--- src/rtl/uart_tx_arbiter.sv ---
// uart_tx_arbiter
//   Round-robin scheduler that shares one UART TX serializer among NUM_REQ byte producers.
//   It grants one requester at a time, latches that byte onto TxData and pulses transmit
//   for one cycle. It then follows the TX busy flag through the frame and can insert an
//   idle gap before the next grant. If busy never rises after transmit, the frame is
//   abandoned with a one-cycle timeout pulse.
//
// Ports
//   clk       in   1          system clock, rising edge
//   reset     in   1          synchronous, active-high
//   req       in   NUM_REQ    req[i]: requester i holds a byte to send
//   req_data  in   8*NUM_REQ  byte of requester i at [8i+7:8i]
//   grant     out  NUM_REQ    one-hot 1-cycle pulse: byte of requester i consumed
//   grant_id  out  3          index of the most recent grant
//   transmit  out  1          1-cycle start pulse to TX
//   TxData    out  8          byte to TX, stable from transmit until the next grant
//   busy      in   1          TX busy
//   active    out  1          high whenever the FSM is not idle
//   timeout   out  1          1-cycle pulse: busy never rose within BUSY_TIMEOUT clocks
module uart_tx_arbiter #(
    parameter int unsigned NUM_REQ      = 4,
    parameter int unsigned GAP_CYCLES   = 0,
    parameter int unsigned BUSY_TIMEOUT = 16
) (
    input  logic                 clk,
    input  logic                 reset,
    input  logic [NUM_REQ-1:0]   req,
    input  logic [8*NUM_REQ-1:0] req_data,
    output logic [NUM_REQ-1:0]   grant,
    output logic [2:0]           grant_id,
    output logic                 transmit,
    output logic [7:0]           TxData,
    input  logic                 busy,
    output logic                 active,
    output logic                 timeout
);

    // One counter serves both the busy timeout and the inter-frame gap.
    localparam int unsigned CntMax = (BUSY_TIMEOUT > GAP_CYCLES) ? BUSY_TIMEOUT : GAP_CYCLES;
    localparam int unsigned CntW   = (CntMax > 2) ? $clog2(CntMax) : 1;

    localparam logic [CntW-1:0] BusyLast =
        CntW'((BUSY_TIMEOUT > 0) ? BUSY_TIMEOUT - 1 : 0);
    localparam logic [CntW-1:0] GapLast =
        CntW'((GAP_CYCLES > 0) ? GAP_CYCLES - 1 : 0);

    typedef enum logic [2:0] {
        StIdle,
        StIssue,
        StWaitBusy,
        StWaitDone,
        StGap
    } state_e;

    state_e            state_q, state_d;
    logic [CntW-1:0]   cnt_q, cnt_d;
    logic [2:0]        last_q, last_d;

    logic [NUM_REQ-1:0] grant_q, grant_d;
    logic [2:0]         grant_id_q, grant_id_d;
    logic               transmit_q, transmit_d;
    logic [7:0]         txdata_q, txdata_d;
    logic               active_q, active_d;
    logic               timeout_q, timeout_d;

    logic               hi_valid;
    logic [2:0]         hi_idx, lo_idx, pick_idx;
    logic [NUM_REQ-1:0] pick_onehot;
    logic [7:0]         pick_data;
    logic               launch;
    logic               tmo_hit;

    // Round-robin pick: the lowest asserted index above last_q wins, otherwise wrap around
    // to the lowest asserted index. The most recent winner therefore ranks last.
    always_comb begin
        hi_valid = 1'b0;
        hi_idx   = '0;
        lo_idx   = '0;
        for (int k = int'(NUM_REQ) - 1; k >= 0; k--) begin
            if (req[k]) begin
                lo_idx = 3'(k);
                if (k > int'(last_q)) begin
                    hi_valid = 1'b1;
                    hi_idx   = 3'(k);
                end
            end
        end
        pick_idx = hi_valid ? hi_idx : lo_idx;

        pick_onehot = '0;
        pick_data   = 8'h00;
        for (int k = 0; k < int'(NUM_REQ); k++) begin
            if (pick_idx == 3'(k)) begin
                pick_onehot[k] = 1'b1;
                pick_data      = req_data[8*k +: 8];
            end
        end
    end

    // A new frame may only start from idle with the TX free; requests elsewhere are ignored.
    assign launch  = (state_q == StIdle) && (|req) && !busy;
    // busy takes precedence over the terminal count.
    assign tmo_hit = (state_q == StWaitBusy) && !busy && (cnt_q == BusyLast);

    // State register
    always_ff @(posedge clk) begin
        if (reset) begin
            state_q <= StIdle;
            cnt_q   <= '0;
        end else begin
            state_q <= state_d;
            cnt_q   <= cnt_d;
        end
    end

    // Next-state logic
    always_comb begin
        state_d = state_q;
        cnt_d   = cnt_q;
        unique case (state_q)
            StIdle: begin
                if (launch) begin
                    state_d = StIssue;
                end
            end
            StIssue: begin
                state_d = StWaitBusy;
                cnt_d   = '0;
            end
            StWaitBusy: begin
                if (busy) begin
                    state_d = StWaitDone;
                end else if (tmo_hit) begin
                    state_d = StIdle;
                end else begin
                    cnt_d = cnt_q + 1'b1;
                end
            end
            StWaitDone: begin
                if (!busy) begin
                    if (GAP_CYCLES == 0) begin
                        state_d = StIdle;
                    end else begin
                        state_d = StGap;
                        cnt_d   = '0;
                    end
                end
            end
            StGap: begin
                if (cnt_q == GapLast) begin
                    state_d = StIdle;
                end else begin
                    cnt_d = cnt_q + 1'b1;
                end
            end
            default: begin
                state_d = StIdle;
            end
        endcase
    end

    // Output logic: next values of the registered outputs and the round-robin pointer
    always_comb begin
        grant_d    = '0;
        transmit_d = 1'b0;
        txdata_d   = txdata_q;
        grant_id_d = grant_id_q;
        last_d     = last_q;
        timeout_d  = tmo_hit;
        active_d   = (state_d != StIdle);
        if (launch) begin
            grant_d    = pick_onehot;
            transmit_d = 1'b1;
            txdata_d   = pick_data;
            grant_id_d = pick_idx;
            last_d     = pick_idx;
        end
    end

    // Output registers; the pointer resets to the top index so requester 0 wins first.
    always_ff @(posedge clk) begin
        if (reset) begin
            grant_q    <= '0;
            grant_id_q <= '0;
            transmit_q <= 1'b0;
            txdata_q   <= 8'h00;
            active_q   <= 1'b0;
            timeout_q  <= 1'b0;
            last_q     <= 3'(NUM_REQ - 1);
        end else begin
            grant_q    <= grant_d;
            grant_id_q <= grant_id_d;
            transmit_q <= transmit_d;
            txdata_q   <= txdata_d;
            active_q   <= active_d;
            timeout_q  <= timeout_d;
            last_q     <= last_d;
        end
    end

    assign grant    = grant_q;
    assign grant_id = grant_id_q;
    assign transmit = transmit_q;
    assign TxData   = txdata_q;
    assign active   = active_q;
    assign timeout  = timeout_q;

endmodule

--- config.mk ---
export PLATFORM = sky130hd
export DESIGN_NAME = uart_tx_arbiter
export DESIGN_NICKNAME = d
export VERILOG_FILES = /design/src/rtl/uart_tx_arbiter.sv
export SDC_FILE = /design/constraint.sdc
export NUM_CORES = 1
export LEC_CHECK = 0
export ABC_CLOCK_PERIOD_IN_PS = 1800
export CAP_MARGIN = 10
export CORE_MARGIN = 2
export CORE_UTILIZATION = 48
export CTS_CLUSTER_DIAMETER = 30
export CTS_CLUSTER_SIZE = 14
export DETAILED_ROUTE_END_ITERATION = 12
export DONT_BUFFER_PORTS = 1
export GPL_TIMING_DRIVEN = 0
export PLACE_DENSITY = 0.65
export SLEW_MARGIN = 0
export SYNTH_ARGS = -nofsm -noshare
export SYNTH_HDL_FRONTEND = slang
export SYNTH_SLANG_ARGS = --single-unit
export TNS_END_PERCENT = 50
--- constraint.sdc ---
create_clock -name clk -period 1.8 [get_ports clk]
set_input_delay 0.18 -clock clk [delete_from_list [all_inputs] [get_ports clk]]
set_output_delay 0.18 -clock clk [all_outputs]
set_load 0.03 [all_outputs]
==> Word level (Yosys, flattened, before mapping) <==
Cells that the tools add are included.
{ "word_totals": {"ff_bits": 28, "latchBits": 0, "ramBits": 0, "mem_bits_ro": 0, "input_bits": 39, "out_inout_bits": 18, "word_cells": 74, "n_memories": 0} }
{ "op_classes": {"add_sub_neg": 1, "multipliers": 0, "div_mod_pow": 0, "order_cmp": 3, "eq_ne": 11, "shift": 0, "mux": 36, "bitwise_logic": 1, "reduce_logical": 13} }
{ "op_table": {"columns": ["op", "n"], "rows": [
  ["2-to-1 mux 3 bit", 13],
  ["2-to-1 mux 8 bit", 4],
  ["case mux 3 bit (5 select lines)", 1],
  ["== test 3 x 2 -> 1 bit (second input constant)", 4],
  ["2-to-1 mux 4 bit", 3],
  ["case mux 4 bit (3 select lines)", 1],
  ["2-to-1 mux 1 bit", 11],
  ["== test 3 x 1 -> 1 bit (second input constant)", 2],
  ["> comparator 2 x 3 -> 1 bit (first input constant)", 2],
  ["logical NOT 3 bit", 2],
  ["2-to-1 mux 2 bit", 3],
  ["!= test 2 bit (second input constant)", 3],
  ["nonzero test 3 bit", 2],
  ["adder 4 x 1 -> 4 bit (second input constant)", 1],
  ["== test 4 bit (second input constant)", 1],
  ["logical AND 1 bit", 4],
  ["logical NOT 4 bit", 1],
  ["AND reduction 4 bit", 1],
  ["OR reduction 4 bit", 1],
  ["== test 3 bit (second input constant)", 1],
  ["> comparator 1 x 3 -> 1 bit (first input constant)", 1],
  ["OR reduction 2 bit", 1],
  ["logical NOT 1 bit", 1],
  ["inverter 1 bit", 1]
]} }

==> Longest topological paths before layout <==
{ "logic_depth": {"ltp_word": 13, "depth_mapped": 8, "mapped_depth_nobuf": 7} }

==> Worst setup path after synthesis <==
Ideal clock, no wire load.
{ "synth_path": {"path_kind": "register -> register", "from": "register state_q[0]", "to": "register txdata_q[2] (netlist: TxData[2])", "arrival_time_ns": 1.786, "t_required_ns": 1.740, "path_slack_ns": -0.045, "stages_incl_launch_ff": 8, "cell_sequence": "dfxtp_1 > or3_1 > or3_1 > buf_6 > clkinv_8 > nand3_4 > a2111oi_0 > a221o_1"} }
{ "synth_between": {"elab_chain_len": 3} }
{ "synth_rtl": {"columns": ["element", "line_no", "source"], "rows": [
  ["from (decl)", "55", "state_e state_q, state_d;"],
  ["from (signal assigned)", "108", "state_q <= StIdle;"],
  ["from (signal assigned)", "111", "state_q <= state_d;"],
  ["logical NOT 3 bit", "101", "assign launch = (state_q == StIdle) && (|req) && !busy;"],
  ["logical AND 1 bit (2 in series)", "101", null],
  ["to (signal assigned)", "194", "txdata_q <= txdata_d;"],
  ["to (decl)", "62", "logic [7:0] txdata_q, txdata_d;"]
]} }
No other way between the ends.
A chain may end at the register's enable or synchronous reset.

==> Worst setup path in the final report <==
{ "layout_path": {"from": "register state_q[0]", "to": "register txdata_q[4] (netlist: TxData[4])"} }
The elaborated chain is that of the path after synthesis.

==> results.rst <==
.. list-table::
   :header-rows: 1

   * - Metric
     - Value
   * - Status
     - completed
   * - XOR/XNOR share of the synthesized area
     - 0.619%
   * - Total wirelength of the detailed-routed design
     - roughly 3.6 mm
   * - Num CTS Buffers
     - 3
   * - Maximum number of pins on one net before global-route repair
     - 15
   * - Final period utilization
     - a little over nine tenths
   * - Mapped Area
     - 0.00141 mm²
   * - ANT cells
     - 0
   * - Sequential cell area in the final layout
     - approximately 530 µm²
   * - TritonCTS clock tree
     - done
   * - Asr flop ratio synth
     - 0%
   * - Net switching power
     - 0.498 mW
   * - Final-stage net count
     - 235
   * - Setup repair after global routing missed its margin
     - yes
   * - CP Data Required Time
     - 2.08 ns
   * - Net count after synthesis
     - 215
   * - Vertical die dimension
     - 58.3 µm
   * - Launching instance or port of the critical path
     - state_q[0]
   * - Overall Global Routing Usage
     - 22.0%
   * - Number of synthesis warnings
     - 0
   * - # H-tree levels
     - 1
   * - Net Sw Frac
     - a little over a third
   * - Critical path data arrival time
     - 2.06 ns
   * - Biggest fanout along the worst timing path
     - 6
   * - CP bufs+invs
     - 2
   * - First-pass iteration count of the detailed router
     - 4
   * - HP Start
     - reset
   * - Detailed-route DRC error count
     - 0
   * - Initial cell density of the core
     - 50.8%
   * - Slew of the pin with the lowest slew margin
     - roughly 0.6 ns
   * - Remaining antenna violation count after routing
     - 0
   * - Count of standard-cell rows
     - 19
   * - Power per unit of standard cell area
     - 806 mW/mm²
   * - I/O Pins
     - 57
   * - Biggest area consumer among synthesized cells
     - sky130_fd_sc_hd__dfxtp_1
   * - Area grow syn2layout
     - 26.0%
   * - Synthesized-area fraction occupied by ao, oa, aoi and oai cells
     - between 20% and 30%
   * - Worst-case setup slack after placement
     - -0.275 ns
   * - Cell family with the largest share of critical-path delay
     - simple AND/OR/NAND/NOR gates
   * - Hold Fails Final Rpt
     - 0
   * - Gpl congestion
     - about 0.84
   * - Synth cell types
     - 47
   * - Post-synth EDFFs
     - 0
   * - Worst hold path class
     - in -> reg
   * - Skew final
     - ~0.0038 ns
   * - Final min period
     - between 1.5 and 2 ns
   * - Gr ovfl total
     - 0
   * - Main area contributors after synthesis
     - sky130_fd_sc_hd__dfxtp_1 37%, sky130_fd_sc_hd__nor2_1 6.9%, sky130_fd_sc_hd__nor3_1 3.5%
   * - Core box area
     - 0.00278 mm²
   * - Routed length per placed instance
     - about 16 µm
   * - Share of cells above drive strength 1
     - 25.4%
   * - Post-synth top flop
     - sky130_fd_sc_hd__dfxtp_1
   * - Final setup violation count
     - 0
   * - 1st-iter DRT viols
     - 31
   * - Startpoint type of the worst setup path
     - register
   * - Final hold slack
     - 0.0322 ns
   * - Highest-count cells in the layout ignoring fill and taps
     - 24 x sky130_fd_sc_hd__nor2_1, 19 x sky130_fd_sc_hd__dfxtp_1, 11 x sky130_fd_sc_hd__inv_1, 11 x sky130_fd_sc_hd__buf_4, 10 x sky130_fd_sc_hd__nor3_1
   * - Number of cells produced by synthesis
     - around 170
   * - Via count of the first global-routing pass
     - 1249
   * - Largest family of logic cells by synthesized area
     - simple AND/OR/NAND/NOR gates
   * - Initial antenna violation count
     - 0
   * - Most frequent standard cell in the layout excluding fill and tap cells
     - sky130_fd_sc_hd__nor2_1
   * - Highest attainable clock frequency
     - between 0.5 and 0.6 GHz
   * - Maximum capacitance violations
     - 0
   * - Clock net sink count
     - 26
   * - Portion of the post-synthesis area used by sequential elements
     - 36.8%
   * - Worst Setup End Kind
     - register
   * - Clock latency on the worst-skew pair
     - 0.32 ns
   * - Number of input and output port buffers inserted
     - 0
   * - Cell at the root of the clock tree
     - sky130_fd_sc_hd__clkbuf_4
   * - First-pass GRT wire length
     - 5.75 mm
   * - Launch instance of the worst register-to-register path
     - state_q[0]
   * - Max Transition Viols Final
     - 0
   * - Fraction of power consumed by the clock network
     - 20.8%
   * - LEAKAGE
     - around 0.68 nW
   * - P_int
     - 0.938 mW
   * - Number of fill cells in the layout
     - roughly 250
   * - Clock-pin slew on the worst setup and hold paths
     - between 0.1 and 0.15 ns
   * - Max stage delay cell, worst path
     - sky130_fd_sc_hd__or3_4
   * - Top-area cell type share of the netlist area
     - 36.8%
   * - Die extent in x
     - 58.3 µm
   * - Worst Setup Path Type
     - reg -> reg
   * - Buffer depth of the longest clock path
     - 2
   * - Post-Synth Simple-Gate Area
     - 25.8%
   * - Synthesized area per cell
     - 8.13 µm²
   * - Slowest stage delay, CP
     - ~0.38 ns
   * - Total die area
     - 0.00340 mm²
   * - Worst reg-to-reg setup slack
     - around 0.019 ns
   * - Final worst-path setup slack
     - 0.0186 ns
   * - Portion of netlist area occupied by mux cells
     - 3.81%
   * - Number of flip-flops and latches in the synthesized netlist
     - 26
   * - Area of the multi-input gates
     - approximately 930 µm²
   * - Register share of total power
     - 51.2%
   * - Rel. slew slack
     - 61.1%
   * - Routed vias/inst
     - 6.10
   * - Crit-path cells
     - or3_4 > or3_1 > buf_6 > clkinv_8 > nand3_4 > a2111oi_4 > a221o_1
   * - Peak ir drop on the vdd network
     - 0.709 mV
   * - DR vias
     - around 1400
   * - Dpl hpwl
     - 2.53 mm
   * - Comb power frac
     - 28.0%
   * - Adder-cell area share of the yosys netlist
     - 1.77%
path summary, 6_finish.rpt:
kind	to	cells past startpoint
worst max-delay path	TxData[4]	7
worst min-delay path	state_q[1]	2
worst min register to register	state_q[0]	2
worst max register to register	TxData[4]	7
per-stage QoR:
| stage | TNS [ns] | cells | util (%) | area [µm²] | power, mW |
|---|---|---|---|---|---|
| global placement | -1.47 | 205 | 53.3 | 1480 | 1.03 |
| CTS | 0 | 221 | 61.2 | 1700 | 1.40 |
| global route | -0.203 | 224 | 64.1 | 1780 | 1.51 |
| detailed placement | -2.12 | 205 | 53.3 | 1480 | 1.04 |
| finish | 0 | 224 | 64.1 | 1780 | 1.44 |
| floorplan | -0.0130 | 174 | - | 1440 | 0.977 |
cell usage after synthesis, types with 4 or more instances:
library cell,instances
sky130_fd_sc_hd__inv_1,11
sky130_fd_sc_hd__o21ai_0,10
sky130_fd_sc_hd__a21oi_1,8
sky130_fd_sc_hd__clkbuf_1,7
sky130_fd_sc_hd__nand2_1,8
sky130_fd_sc_hd__or3_1,4
sky130_fd_sc_hd__dfxtp_1,26
sky130_fd_sc_hd__nor2_1,26
sky130_fd_sc_hd__nor2b_1,6
sky130_fd_sc_hd__o21bai_1,4
sky130_fd_sc_hd__nor3_1,10
repair_timing:
action                                  4_1_cts  5_1_grt
hold buffers                                  5        0
gates resized for setup                      20       15
hold endpoints to repair                      5        0
pin swaps                                     6        4
endpoints found under the setup margin       14       10
setup buffers                                 8        3
layout make-up:
type / instances / area share, %
timing repair buffer: 16 / 7.65
buffer: 8 / 2.74
clock buffer: 4 / 2.04
multi-input combinational: 127 / 52.3
sequential: 26 / 29.8
inverter: 12 / 3.23
tap: 31 / 2.18
cell families after synthesis:
logic type,count (synthesis)
adders and majority gates,2
xor gates and xnor gates,1
other,1
AOI/OAI and AO/OA,48
muxes,5
and+or+nand+nor,70
buffers and inverters,21
DFF,26
worst reg2reg max path, cell delays in order (launching register included):
cell and delay [ns]:
sky130_fd_sc_hd__dfxtp_2 0.36, sky130_fd_sc_hd__or3_4 0.38, sky130_fd_sc_hd__or3_1 0.32, sky130_fd_sc_hd__buf_6 0.15, sky130_fd_sc_hd__clkinv_8 0.05, sky130_fd_sc_hd__nand3_4 0.09
sky130_fd_sc_hd__a2111oi_4 0.23, sky130_fd_sc_hd__a221o_1 0.16
power groups by stage:
stage	Sequential (mW)	Combinational, mW	Clock (mW)
global route	0.743	0.442	0.325
detailed placement	0.740	0.299	0
floorplan	0.732	0.245	0
CTS	0.732	0.367	0.304
global placement	0.739	0.289	0
finish	0.735	0.402	0.299
routing by layer:
layer / global-route usage, % / wire length (µm) / vias up
met5: 0 / 0 / -
li1: - / - / 663
met4: 8.31 / 60 / 0
met1: 26.8 / 1520 / 649
met3: 3.79 / 218 / 7
met2: 38.4 / 1820 / 47
state kept, by name, summed over array words and instances, names as in the netlist:
register,count
timeout,1
grant_id,2
cnt_q,4
active,1
transmit,1
TxData,8
grant,4
last_q,2
state_q,3
Note: power is estimated with default switching activity, not from simulation.
